### src/rtl/fusion_integrator.sv
// Fusion integrator: per-channel gyro-rate integration with accelerometer
// leak correction, offset calibration and lean gating of one output channel.
// Optional build macro FUSION_SAT_EN: integrators saturate instead of wrapping.
module fusion_integrator #(
    parameter int unsigned        NUM_CH       = 2,
    parameter int unsigned        RATE_W       = 16,
    parameter int unsigned        ACC_W        = 16,
    parameter int unsigned        INT_W        = 24,
    parameter int unsigned        OUT_W        = 13,
    parameter int unsigned        ACC_GAIN     = 327,
    parameter logic [NUM_CH-1:0]  ACC_NEG_MASK = 2'b01,
    parameter int unsigned        ACC_SHIFT    = 13,
    parameter int unsigned        LEAK         = 1024,
    parameter logic [RATE_W-1:0]  RATE_OFS     = 16'h0054,
    parameter int unsigned        CAL_LOG2     = 4,
    parameter int unsigned        GATE_CH      = 0,
    parameter int unsigned        LEAN_CH      = 1,
    parameter int unsigned        THRES        = 152
) (
    input  logic                       clk,
    input  logic                       rst_n,
    input  logic                       vld,
    input  logic [NUM_CH*RATE_W-1:0]   rate,
    input  logic [NUM_CH*ACC_W-1:0]    accel,
    input  logic                       cal_req,
    output logic [NUM_CH*OUT_W-1:0]    angle,
    output logic                       angle_vld,
    output logic                       cal_busy
);

    localparam int unsigned PROD_W = ACC_W + 11;
    localparam int unsigned SUM_W  = RATE_W + CAL_LOG2;
    localparam int unsigned EXT_W  = INT_W + 2;

    localparam logic signed [PROD_W-1:0] GAIN_P = PROD_W'(ACC_GAIN);
    localparam logic signed [PROD_W-1:0] GAIN_N = -GAIN_P;
    localparam logic signed [EXT_W-1:0]  LEAK_E = EXT_W'(LEAK);

    typedef enum logic [0:0] {
        ST_RUN = 1'b0,
        ST_CAL = 1'b1
    } state_t;

    state_t                  r_state;
    state_t                  w_state_nxt;
    logic                    w_run_smp;
    logic                    w_cal_acc;
    logic                    w_cal_done;
    logic [CAL_LOG2-1:0]     r_cal_cnt;
    logic                    r_cal_busy;
    logic                    r_s0_vld;
    logic                    r_s1_vld;
    logic                    r_s2_vld;
    logic                    r_angle_vld;
    logic signed [OUT_W-1:0] w_top [NUM_CH];
    logic signed [OUT_W:0]   w_lean_ext;
    logic signed [OUT_W:0]   w_lean_abs;
    logic                    w_gate;

    // FSM state register
    always_ff @(posedge clk) begin
        if (!rst_n) r_state <= ST_RUN;
        else        r_state <= w_state_nxt;
    end

    // FSM next-state: calibration entered on request, left after the last sample
    always_comb begin
        w_state_nxt = r_state;
        case (r_state)
            ST_RUN:  if (cal_req)    w_state_nxt = ST_CAL;
            ST_CAL:  if (w_cal_done) w_state_nxt = ST_RUN;
            default: w_state_nxt = ST_RUN;
        endcase
    end

    // FSM outputs: route each valid sample to the integrator or the calibrator
    always_comb begin
        w_run_smp  = 1'b0;
        w_cal_acc  = 1'b0;
        w_cal_done = 1'b0;
        case (r_state)
            ST_RUN: w_run_smp = vld;
            ST_CAL: begin
                w_cal_acc  = vld;
                w_cal_done = vld && (r_cal_cnt == '1);
            end
            default: ;
        endcase
    end

    // Calibration sample counter, busy flag and valid pipeline
    always_ff @(posedge clk) begin
        if (!rst_n) begin
            r_cal_cnt   <= '0;
            r_cal_busy  <= 1'b0;
            r_s0_vld    <= 1'b0;
            r_s1_vld    <= 1'b0;
            r_s2_vld    <= 1'b0;
            r_angle_vld <= 1'b0;
        end else begin
            if (w_cal_acc) r_cal_cnt <= r_cal_cnt + CAL_LOG2'(1);
            r_cal_busy  <= (w_state_nxt == ST_CAL);
            r_s0_vld    <= w_run_smp;
            r_s1_vld    <= r_s0_vld;
            r_s2_vld    <= r_s1_vld;
            r_angle_vld <= r_s2_vld;
        end
    end

    // Lean gate: magnitude of the lean channel's fresh integrator top
    assign w_lean_ext = (OUT_W+1)'(w_top[LEAN_CH]);
    assign w_lean_abs = w_lean_ext[OUT_W] ? -w_lean_ext : w_lean_ext;
    assign w_gate     = w_lean_abs > (OUT_W+1)'(THRES);

    assign angle_vld = r_angle_vld;
    assign cal_busy  = r_cal_busy;

    for (genvar gc = 0; gc < NUM_CH; gc++) begin : g_ch
        localparam bit IS_GATE = (gc == GATE_CH);

        logic signed [RATE_W-1:0] w_rate_in;
        logic signed [RATE_W-1:0] r_s0_rate;
        logic signed [ACC_W-1:0]  r_s0_acc;
        logic signed [RATE_W-1:0] r_offset;
        logic signed [SUM_W-1:0]  r_cal_sum;
        logic signed [SUM_W-1:0]  w_cal_nxt;
        logic signed [RATE_W:0]   w_diff;
        logic signed [PROD_W-1:0] w_prod;
        logic signed [INT_W-1:0]  r_s1_comp;
        logic signed [OUT_W-1:0]  r_s1_acc_ang;
        logic signed [INT_W-1:0]  r_int;
        logic signed [INT_W-1:0]  w_int_nxt;
        logic signed [EXT_W-1:0]  w_sum;
        logic                     w_leak_up;
        logic signed [OUT_W-1:0]  r_angle;

        assign w_rate_in = $signed(rate[gc*RATE_W +: RATE_W]);
        assign w_cal_nxt = r_cal_sum + SUM_W'(w_rate_in);
        assign w_diff    = (RATE_W+1)'(r_s0_rate) - (RATE_W+1)'(r_offset);
        assign w_prod    = PROD_W'(r_s0_acc) * (ACC_NEG_MASK[gc] ? GAIN_N : GAIN_P);
        assign w_top[gc] = OUT_W'(r_int >>> (INT_W - OUT_W));
        assign w_leak_up = r_s1_acc_ang > w_top[gc];
        assign w_sum     = EXT_W'(r_int) + EXT_W'(r_s1_comp)
                         + (w_leak_up ? LEAK_E : -LEAK_E);
        assign angle[gc*OUT_W +: OUT_W] = r_angle;

        // Integrator next value: wrap, or clamp when saturation is built in
        always_comb begin
            w_int_nxt = INT_W'(w_sum);
`ifdef FUSION_SAT_EN
            if (w_sum > EXT_W'($signed({1'b0, {(INT_W-1){1'b1}}})))
                w_int_nxt = {1'b0, {(INT_W-1){1'b1}}};
            else if (w_sum < EXT_W'($signed({1'b1, {(INT_W-1){1'b0}}})))
                w_int_nxt = {1'b1, {(INT_W-1){1'b0}}};
`endif
        end

        // Offset calibration: accumulate raw rates, average after the last sample
        always_ff @(posedge clk) begin
            if (!rst_n) begin
                r_offset  <= RATE_OFS;
                r_cal_sum <= '0;
            end else if (w_cal_acc) begin
                if (w_cal_done) begin
                    r_offset  <= RATE_W'(w_cal_nxt >>> CAL_LOG2);
                    r_cal_sum <= '0;
                end else begin
                    r_cal_sum <= w_cal_nxt;
                end
            end
        end

        // Input capture and stage 1: offset-compensated rate and accel angle
        always_ff @(posedge clk) begin
            if (!rst_n) begin
                r_s0_rate    <= '0;
                r_s0_acc     <= '0;
                r_s1_comp    <= '0;
                r_s1_acc_ang <= '0;
            end else begin
                r_s0_rate    <= w_rate_in;
                r_s0_acc     <= $signed(accel[gc*ACC_W +: ACC_W]);
                r_s1_comp    <= INT_W'(w_diff);
                r_s1_acc_ang <= OUT_W'(w_prod >>> ACC_SHIFT);
            end
        end

        // Stage 2 integrator and stage 3 angle output with lean gating
        always_ff @(posedge clk) begin
            if (!rst_n) begin
                r_int   <= '0;
                r_angle <= '0;
            end else begin
                if (r_s1_vld) r_int   <= w_int_nxt;
                if (r_s2_vld) r_angle <= (IS_GATE && w_gate) ? '0 : w_top[gc];
            end
        end
    end

endmodule

### config.mk
export PLATFORM = sky130hd
export DESIGN_NAME = fusion_integrator
export DESIGN_NICKNAME = d
export VERILOG_FILES = /design/src/rtl/fusion_integrator.sv
export SDC_FILE = /design/constraint.sdc
export NUM_CORES = 1
export LEC_CHECK = 0
export ABC_CLOCK_PERIOD_IN_PS = 17300
export BUFFER_PORTS_ARGS = -buffer_cell sky130_fd_sc_hd__buf_2
export CAP_MARGIN = 20
export CORE_AREA = 3 3 296 298
export DETAILED_ROUTE_END_ITERATION = 10
export DIE_AREA = 0 0 299 301
export SLEW_MARGIN = 25
export SYNTH_ARGS = -nofsm -noshare
export SYNTH_HDL_FRONTEND = slang
export SYNTH_SLANG_ARGS = --single-unit
### constraint.sdc
create_clock -name clk -period 17.3 [get_ports clk]
set_clock_uncertainty 0.05 [all_clocks]
set_input_delay 2.595 -clock clk [delete_from_list [all_inputs] [get_ports clk]]
set_output_delay 2.595 -clock clk [all_outputs]
set_load 0.05 [all_outputs]
==> metrics, run 1 <==
Initial Utilization=24.9%; layout cells sized above 1=7.38%; Root Buffer=clkbuf_16; Avg Inst Size Synth=9.00 µm²; Worst-Margin Slew=1.01 ns; Clock transition at path regs=0.06 ns; post-synth top area cell=dfxtp_1; total CTS buffers=34; vias in the first global route=16.0k; Multi-input gate area=0.0142 mm²; CP Class=register to register; Post-CTS Setup Inserts=0; final setup TNS=0 ns; CP max stage cell=fa_1; Initial DRT Pass Iterations=5; post-synth top area share=26.3%; Area growth syn-to-layout=14.0%; WP data required=17.67 ns; routed wire length per instance=13.1 µm; M1 GR Usage=14.5%; Pwr Density=119 mW/mm²; final RePlAce weighted congestion=0.798; Cell Rows=107; antenna violations before repair=7; worst setup path end=g_ch[0].r_s1_acc_ang[12]$_SDFF_PN0_; status=finished clean; Die X=299 µm; Synth Instances=2357; peak supply drop=60.9 µV; WP data arrival=5.87 ns; commonest non-fill, non-tap cell in the layout=ha_1; HP Class=register to register; crit start category=register; FF-to-FF End=g_ch[0].r_s1_acc_ang[12]$_SDFF_PN0_; DRC=0; register bit total from synthesis=279; CTS tree=done; Slew headroom=32.5%; RSZ-0062 raised after global routing=false; critical path capture point type=register; Core Box Area=0.0851 mm²; CTS max path bufs=3; final slew viol count=0; FF-to-FF setup slack=11.80 ns; Post-synth top flop=dfxtp_1; full die area=0.0900 mm²; Cell variety after synth=70; All-Layer GR Usage=10.7%; initial DRC count=653; clock sinks=279; CTS Hold Bufs=0; vias per inst=4.40; CP max stage delay=0.55 ns; Seq/Total Area, Yosys=26.3%; Layout fillers=9139; Post-Synthesis Cell Area=0.0212 mm²; antenna-violating nets left=0; layer carrying the most global-route usage=met2; Cell Chain, Critical Path=inv_1, ha_1, fa_1, fa_1, fa_1, inv_1, fa_1, inv_1, ha_1, a21oi_1, o21ai_0, a211oi_1, nor3_1, o2111a_1, o21a_1, o311ai_0, a21oi_1, a31o_2; Final Cell Area=0.0242 mm²; global-route wire length before repair=80.0 mm; Post-synth EDFFs=0; top post-synthesis cells by area=dfxtp_1 26%, ha_1 20%, fa_1 12%, inv_1 6.0%, nor2_1 3.6%; Final HPWL DP=36.5 mm; CP max FO=5; largest net degree at the start of global routing=101; CP Launch Point=g_ch[0].r_s0_acc[2]$_SDFF_PN0_; H-tree depth=2; Synth async-reset ratio=0%; fmax=0.182 GHz; critical register-to-register path startpoint=g_ch[0].r_s0_acc[2]$_SDFF_PN0_; Die Span Y=301 µm; syn nets=2896; NumNets Final=2979; global-route track usage on met2=17.5%; Ports=96; Post-CTS Resized=0; YS warnings=0; register area=0.00559 mm²; Tmin final=5.50 ns; leak pwr=11.4 nW; Routed WL=47.3 mm; grt total ovfl=0; GR Layer Usage met3=1.78%; Hold Vio Cnt, Final=0; vias=15.9k; cell mode on critical path=fa_1; most frequent cells in the layout=339 x ha_1, 337 x inv_1, 278 x dfxtp_1; Final Cycle Share=31.8%; Cell Area, Placed=0.0230 mm²; number of max-cap violations=0; Clk Latency, worst-skew pair=0.54 ns; Setup-failing EPs final=0; IO Port Bufs=95; FF-to-FF path depth=18
[routing by layer]
metal / vias to the layer above / wire length [µm]
li1: 8168 / -
met1: 7462 / 23600
met2: 188 / 21100
met3: 57 / 1610
met4: 8 / 916
met5: - / 54
[sequential cells by signal, summed over array words and instances, names as in the netlist]
name               flops
angle_vld              1
g_ch.r_s1_comp        34
g_ch.r_s0_rate        32
r_s0_vld               1
g_ch.r_s0_acc         32
g_ch.r_int            48
g_ch.r_cal_sum        40
r_cal_cnt              4
g_ch.r_s1_acc_ang     26
r_s2_vld               1
r_s1_vld               1
g_ch.r_angle          26
cal_busy               1
g_ch.r_offset         32
[where the power goes]
group | internal (mW) | total, mW | switching (mW)
Combinational | 0.602 | 1.37 | 0.768
Clock | 0.457 | 0.747 | 0.290
Sequential | 0.705 | 0.759 | 0.0537
[through the flow]
stage	power (mW)	std cells	setup slack (ns)	hold WS [ns]	util [%]
2_1_floorplan	1.85	2357	11.85	0.362	-
6_report	2.88	3613	11.80	0.405	28.4
3_3_place_gp	2.13	3548	11.71	0.394	27.0
4_1_cts	2.92	3610	11.74	0.407	28.4
5_1_grt	3.16	3611	11.29	0.425	28.4
3_5_place_dp	2.15	3548	11.68	0.399	27.0
[cell families after synthesis]
family                   count (synthesis)  synth area share [%]
AO/OA/AOI/OAI                          437                  13.4
XOR/XNOR                               107                  4.49
adder cells (fa/ha/maj)                471                  32.4
buffers and inverters                  396                  7.00
flip-flops                             279                  26.3
multiplexers                            48                  2.28
AND/OR/NAND/NOR                        619                  14.0
[final cells by class]
type                            instances  share of cell area [%]
Clock buffer                           49                    4.22
Timing Repair Buffer                  105                    2.29
Sequential cell                       279                    23.1
Clock inverter                         13                   0.631
Antenna cell                            3                  0.0310
Multi-Input combinational cell       1682                    58.6
Tap cell                             1144                    5.92
Inverter                              338                    5.27
[how the worst min path moves through the flow]
| stage | startpoint | endpoint | slack [ns] | cells past startpoint |
|---|---|---|---|---|
| finish | g_ch[1].r_offset[10]$_SDFFE_PN0P_ | g_ch[1].r_offset[10]$_SDFFE_PN0P_ | 0.41 | 2 |
| global route | g_ch[1].r_cal_sum[0]$_SDFFE_PN0P_ | g_ch[1].r_cal_sum[0]$_SDFFE_PN0P_ | 0.42 | 2 |
| CTS | g_ch[0].r_offset[14]$_SDFFE_PN0P_ | g_ch[0].r_offset[14]$_SDFFE_PN0P_ | 0.41 | 2 |
| detailed placement | g_ch[0].r_offset[14]$_SDFFE_PN0P_ | g_ch[0].r_offset[14]$_SDFFE_PN0P_ | 0.40 | 2 |
| global placement | g_ch[1].r_cal_sum[3]$_SDFFE_PN0P_ | g_ch[1].r_cal_sum[3]$_SDFFE_PN0P_ | 0.39 | 2 |
| floorplan | r_s0_vld$_SDFF_PP0_ | r_s1_vld$_SDFF_PN0_ | 0.36 | 1 |
[cell usage after synthesis, types with 4 or more instances]
library cell and count:
nand3_1 51, a31oi_1 18, o21ai_0 63, a21oi_1 139, nand2b_1 12, nand3b_1 4, nor2_1 201, nor2b_1 28
a21o_1 53, o211ai_1 15, inv_1 337, or2_2 5, dfxtp_1 279, o21bai_1 14, o21a_1 20, a21boi_0 6
or3_1 17, nand4_1 15, xor2_1 40, o2111ai_1 4, a31o_2 4, xnor2_1 66, nor4_1 9, a22oi_1 20
fa_1 132, ha_1 339, nor3b_1 7, a211oi_1 18, nor3_1 55, nand2_1 118, o41ai_1 4, buf_1 7
a211o_1 4, o31ai_1 14, clkbuf_1 51, and2_1 75, and3_1 14, mux2i_1 46
[critical path: cells and delay by family, from the launching register on]
| family | cells | cell delay (ns) |
|---|---|---|
| AO/OA/AOI/OAI | 8 | 1.88 |
| buffers and inverters | 3 | 0.16 |
| adder cells (fa/ha/maj) | 6 | 2.72 |
| flip-flops | 1 | 0.41 |
| AND/OR/NAND/NOR | 1 | 0.16 |
Note: power is estimated with default switching activity, not from simulation.
==> inputs of run 2 (changes only) <==
- ABC_AREA: unset -> 1
- ABC_CLOCK_PERIOD_IN_PS: 17300 -> 4600
- CORE_AREA: 3 3 296 298 -> 3 3 310 312
- DIE_AREA: 0 0 299 301 -> 0 0 313 315
- clock period: 17.3 -> 4.6 ns (I/O delays scaled with it)
==> run 2 against run 1 <==
  * Synthesized cell count is 33% higher
  * Non-clock buffer count increased by 17
  * Critical endpoint is now g_ch[0].r_s1_acc_ang[10]$_SDFF_PN0_
  * Cell area grew 11%
==> metrics, run 2 <==
status=finished clean; Clock transition at path regs=0.06 ns (about the same); Avg Inst Size Synth=7.46 µm² (-17%); CP max stage cell=fa_1; Top Registers=g_ch.r_int x48, g_ch.r_cal_sum x40, g_ch.r_s1_comp x34; Seq pwr share=22.7% (-3.7 points); Clk Latency, worst-skew pair=0.57 ns (+0.03 ns); CTS tree=done; critical path's top delay family=adder cells; Die X=313 µm (+4.7%); vias=20.0k (+26%); fin util=28.9% (+0.45 points); Slew headroom=44.4% (+12 points); Root Buffer=clkbuf_16; register bit total from synthesis=279 (unchanged); CTS max path bufs=3 (unchanged); routed wire length per instance=13.6 µm (+4.2%); Seq/Total Area, Yosys=23.9% (-2.5 points); leak pwr=14.0 nW (+23%); WP data required=5.01 ns (-12.66 ns); number of max-cap violations=0 (unchanged); max FFs per register=48 (unchanged); Tmin final=4.35 ns (-1.15 ns); Hold Vio Cnt, Final=0 (unchanged); Synth async-reset ratio=0% (unchanged); final setup TNS=0 ns (unchanged); Post-synth top flop=dfxtp_1; Cell Chain, Critical Path=inv_1, ha_1, fa_1, fa_1, fa_1, inv_1, fa_1, inv_1, ha_4, nand2_1, nor2_2, inv_1, nor2_1, nor2_1, o21a_1, o21ai_2, nand2_1, nand2_1, nor2_1; full die area=0.0986 mm² (+9.6%); post-synth top area share=23.9% (-2.5 points); CP Class=register to register; All-Layer GR Usage=12.6% (+1.9 points); CTS Hold Bufs=0 (unchanged); final slew viol count=0 (unchanged); most flop-heavy register=g_ch.r_int; top post-synthesis cells by area=dfxtp_1 24%, ha_1 18%, fa_1 11%, inv_1 9.9%, nand2_1 9.2%; post-synth top area cell=dfxtp_1; Initial Utilization=25.1% (+0.15 points); Initial DRT Pass Iterations=6 (+1); Setup-failing EPs final=0 (unchanged); Cell Area, Placed=0.0254 mm² (+10%); placed cells=4456 (+26%); largest net degree at the start of global routing=80 (-21%); DRC=0 (unchanged); commonest non-fill, non-tap cell in the layout=inv_1; WP data arrival=4.76 ns (-1.11 ns); Post-synth EDFFs=0 (unchanged); fin cells=4525 (+25%); layout cells sized above 1=9.20% (+1.8 points); YS warnings=0 (unchanged); antenna violations before repair=4 (-3); Area growth syn-to-layout=15.1%; Cell variety after synth=59 (-16%); Final Cycle Share=94.6% (+63 points); Ports=96 (unchanged); Die Span Y=315 µm (+4.7%); vias per inst=4.43 (+0.76%); Final Cell Area=0.0269 mm² (+11%); peak supply drop=342 µV (+460%); fmax=0.230 GHz (+26%); antenna-violating nets left=0 (unchanged); global-route wire length before repair=101 mm (+26%); CP max stage delay=0.54 ns (about the same); Final HPWL DP=49.8 mm (+36%); worst hold slack=0.257 ns (-0.149 ns); HP Class=input port to register; Worst-Margin Slew=0.834 ns (-0.177 ns); CP max FO=5 (unchanged); Gate power share=51.8% (+4.2 points); critical path capture point type=register; clock sinks=279 (unchanged); internal cell power=6.83 mW (+290%); Core Box Area=0.0933 mm² (+9.6%); Cell Rows=112 (+4.7%); total CTS buffers=37 (+8.8%); Post-synth top cells=616 x inv_1, 576 x nand2_1, 339 x ha_1; final RePlAce weighted congestion=0.896 (+12%); Clk pwr share=25.5% (-0.5 points); crit start category=register; syn nets=3675 (+27%); NumNets Final=3780 (+27%); initial DRC count=1166 (+79%); IO Port Bufs=95 (unchanged); vias in the first global route=20.0k (+25%); Routed WL=61.7 mm (+31%); most frequent cells in the layout=615 x inv_1, 569 x nand2_1, 329 x ha_1; Post-Synthesis Cell Area=0.0234 mm² (+10%); Pwr Density=452 mW/mm² (+280%); CP Buf/Inv Count=4 (+1); top-count cell post-synth=inv_1; switching share of total power=43.9% (+5.2 points); H-tree depth=2 (unchanged); Synth Instances=3136 (+33%); NetSw=5.34 mW (+380%); grt total ovfl=0 (unchanged)
[run 2: logic make-up after synthesis]
family | count (synthesis) | share of synthesized area, %
AOI/OAI and AO/OA | 576 | 14.1
DFF | 279 | 23.9
buffers and inverters | 678 | 11.0
and+or+nand+nor | 1086 | 19.9
xor gates and xnor gates | 46 | 1.72
adders and majority gates | 471 | 29.4
[run 2: final timing paths]
kind / endpoint / start / cells after the start / slack (ns)
worst max-delay path: g_ch[0].r_s1_acc_ang[10]$_SDFF_PN0_ / g_ch[0].r_s0_acc[2]$_SDFF_PN0_ / 19 / 0.25
worst min register to register: r_s1_vld$_SDFF_PN0_ / r_s0_vld$_SDFF_PP0_ / 2 / 0.35
worst max register to register: g_ch[0].r_s1_acc_ang[10]$_SDFF_PN0_ / g_ch[0].r_s0_acc[2]$_SDFF_PN0_ / 19 / 0.25
worst min-delay path: g_ch[1].r_s0_acc[4]$_SDFF_PN0_ / accel[20] / 3 / 0.26
[run 2: what timing repair did]
item	CTS	global route
setup endpoints to repair	0	13
buffers inserted	0	0
gates resized for setup	0	51
[run 2: metrics by stage]
step / power, mW / setup WS (ns)
after floorplan: 7.36 / 0.360
after global routing: 13.4 / -0.0126
after CTS: 12.0 / 0.0661
after detailed placement: 8.77 / 0.0788
after global placement: 8.74 / 0.108
final: 12.2 / 0.250
[run 2: final cells by class]
type / count / area (µm²)
fill: 10200 / 66400
multi-input combinational: 2179 / 15400
sequential: 279 / 5600
inverter: 622 / 2340
tap: 1254 / 1570
clock buffer: 48 / 1030
timing repair buffer: 122 / 693
clock inverter: 20 / 287
antenna: 1 / 2.50
[run 2: worst reg2reg max path, cell delays in order, from the launching register on]
cell	delay [ns]
dfxtp_2	0.36
inv_1	0.05
ha_1	0.34
fa_1	0.52
fa_1	0.53
fa_1	0.54
inv_1	0.05
fa_1	0.53
inv_1	0.06
ha_4	0.29
nand2_1	0.10
nor2_2	0.17
inv_1	0.06
nor2_1	0.09
nor2_1	0.04
o21a_1	0.16
o21ai_2	0.14
nand2_1	0.06
nand2_1	0.05
nor2_1	0.05
[run 2: power groups by stage]
| stage | logic [mW] | registers (mW) | clock network [mW] |
|---|---|---|---|
| floorplan | 4.59 | 2.77 | 0 |
| global placement | 5.91 | 2.83 | 0 |
| detailed placement | 5.95 | 2.83 | 0 |
| CTS | 5.99 | 2.77 | 3.20 |
| global route | 7.33 | 2.79 | 3.30 |
| finish | 6.30 | 2.77 | 3.10 |
[run 2: metal layers]
metal / vias up / part of all wire [%] / GRT usage [%]
li1: 10300 / - / -
met1: 9271 / 48 / 16.7
met2: 358 / 46 / 21.5
met3: 72 / 3.8 / 1.60
met4: 0 / 2.2 / 3.34
met5: - / 0 / 0
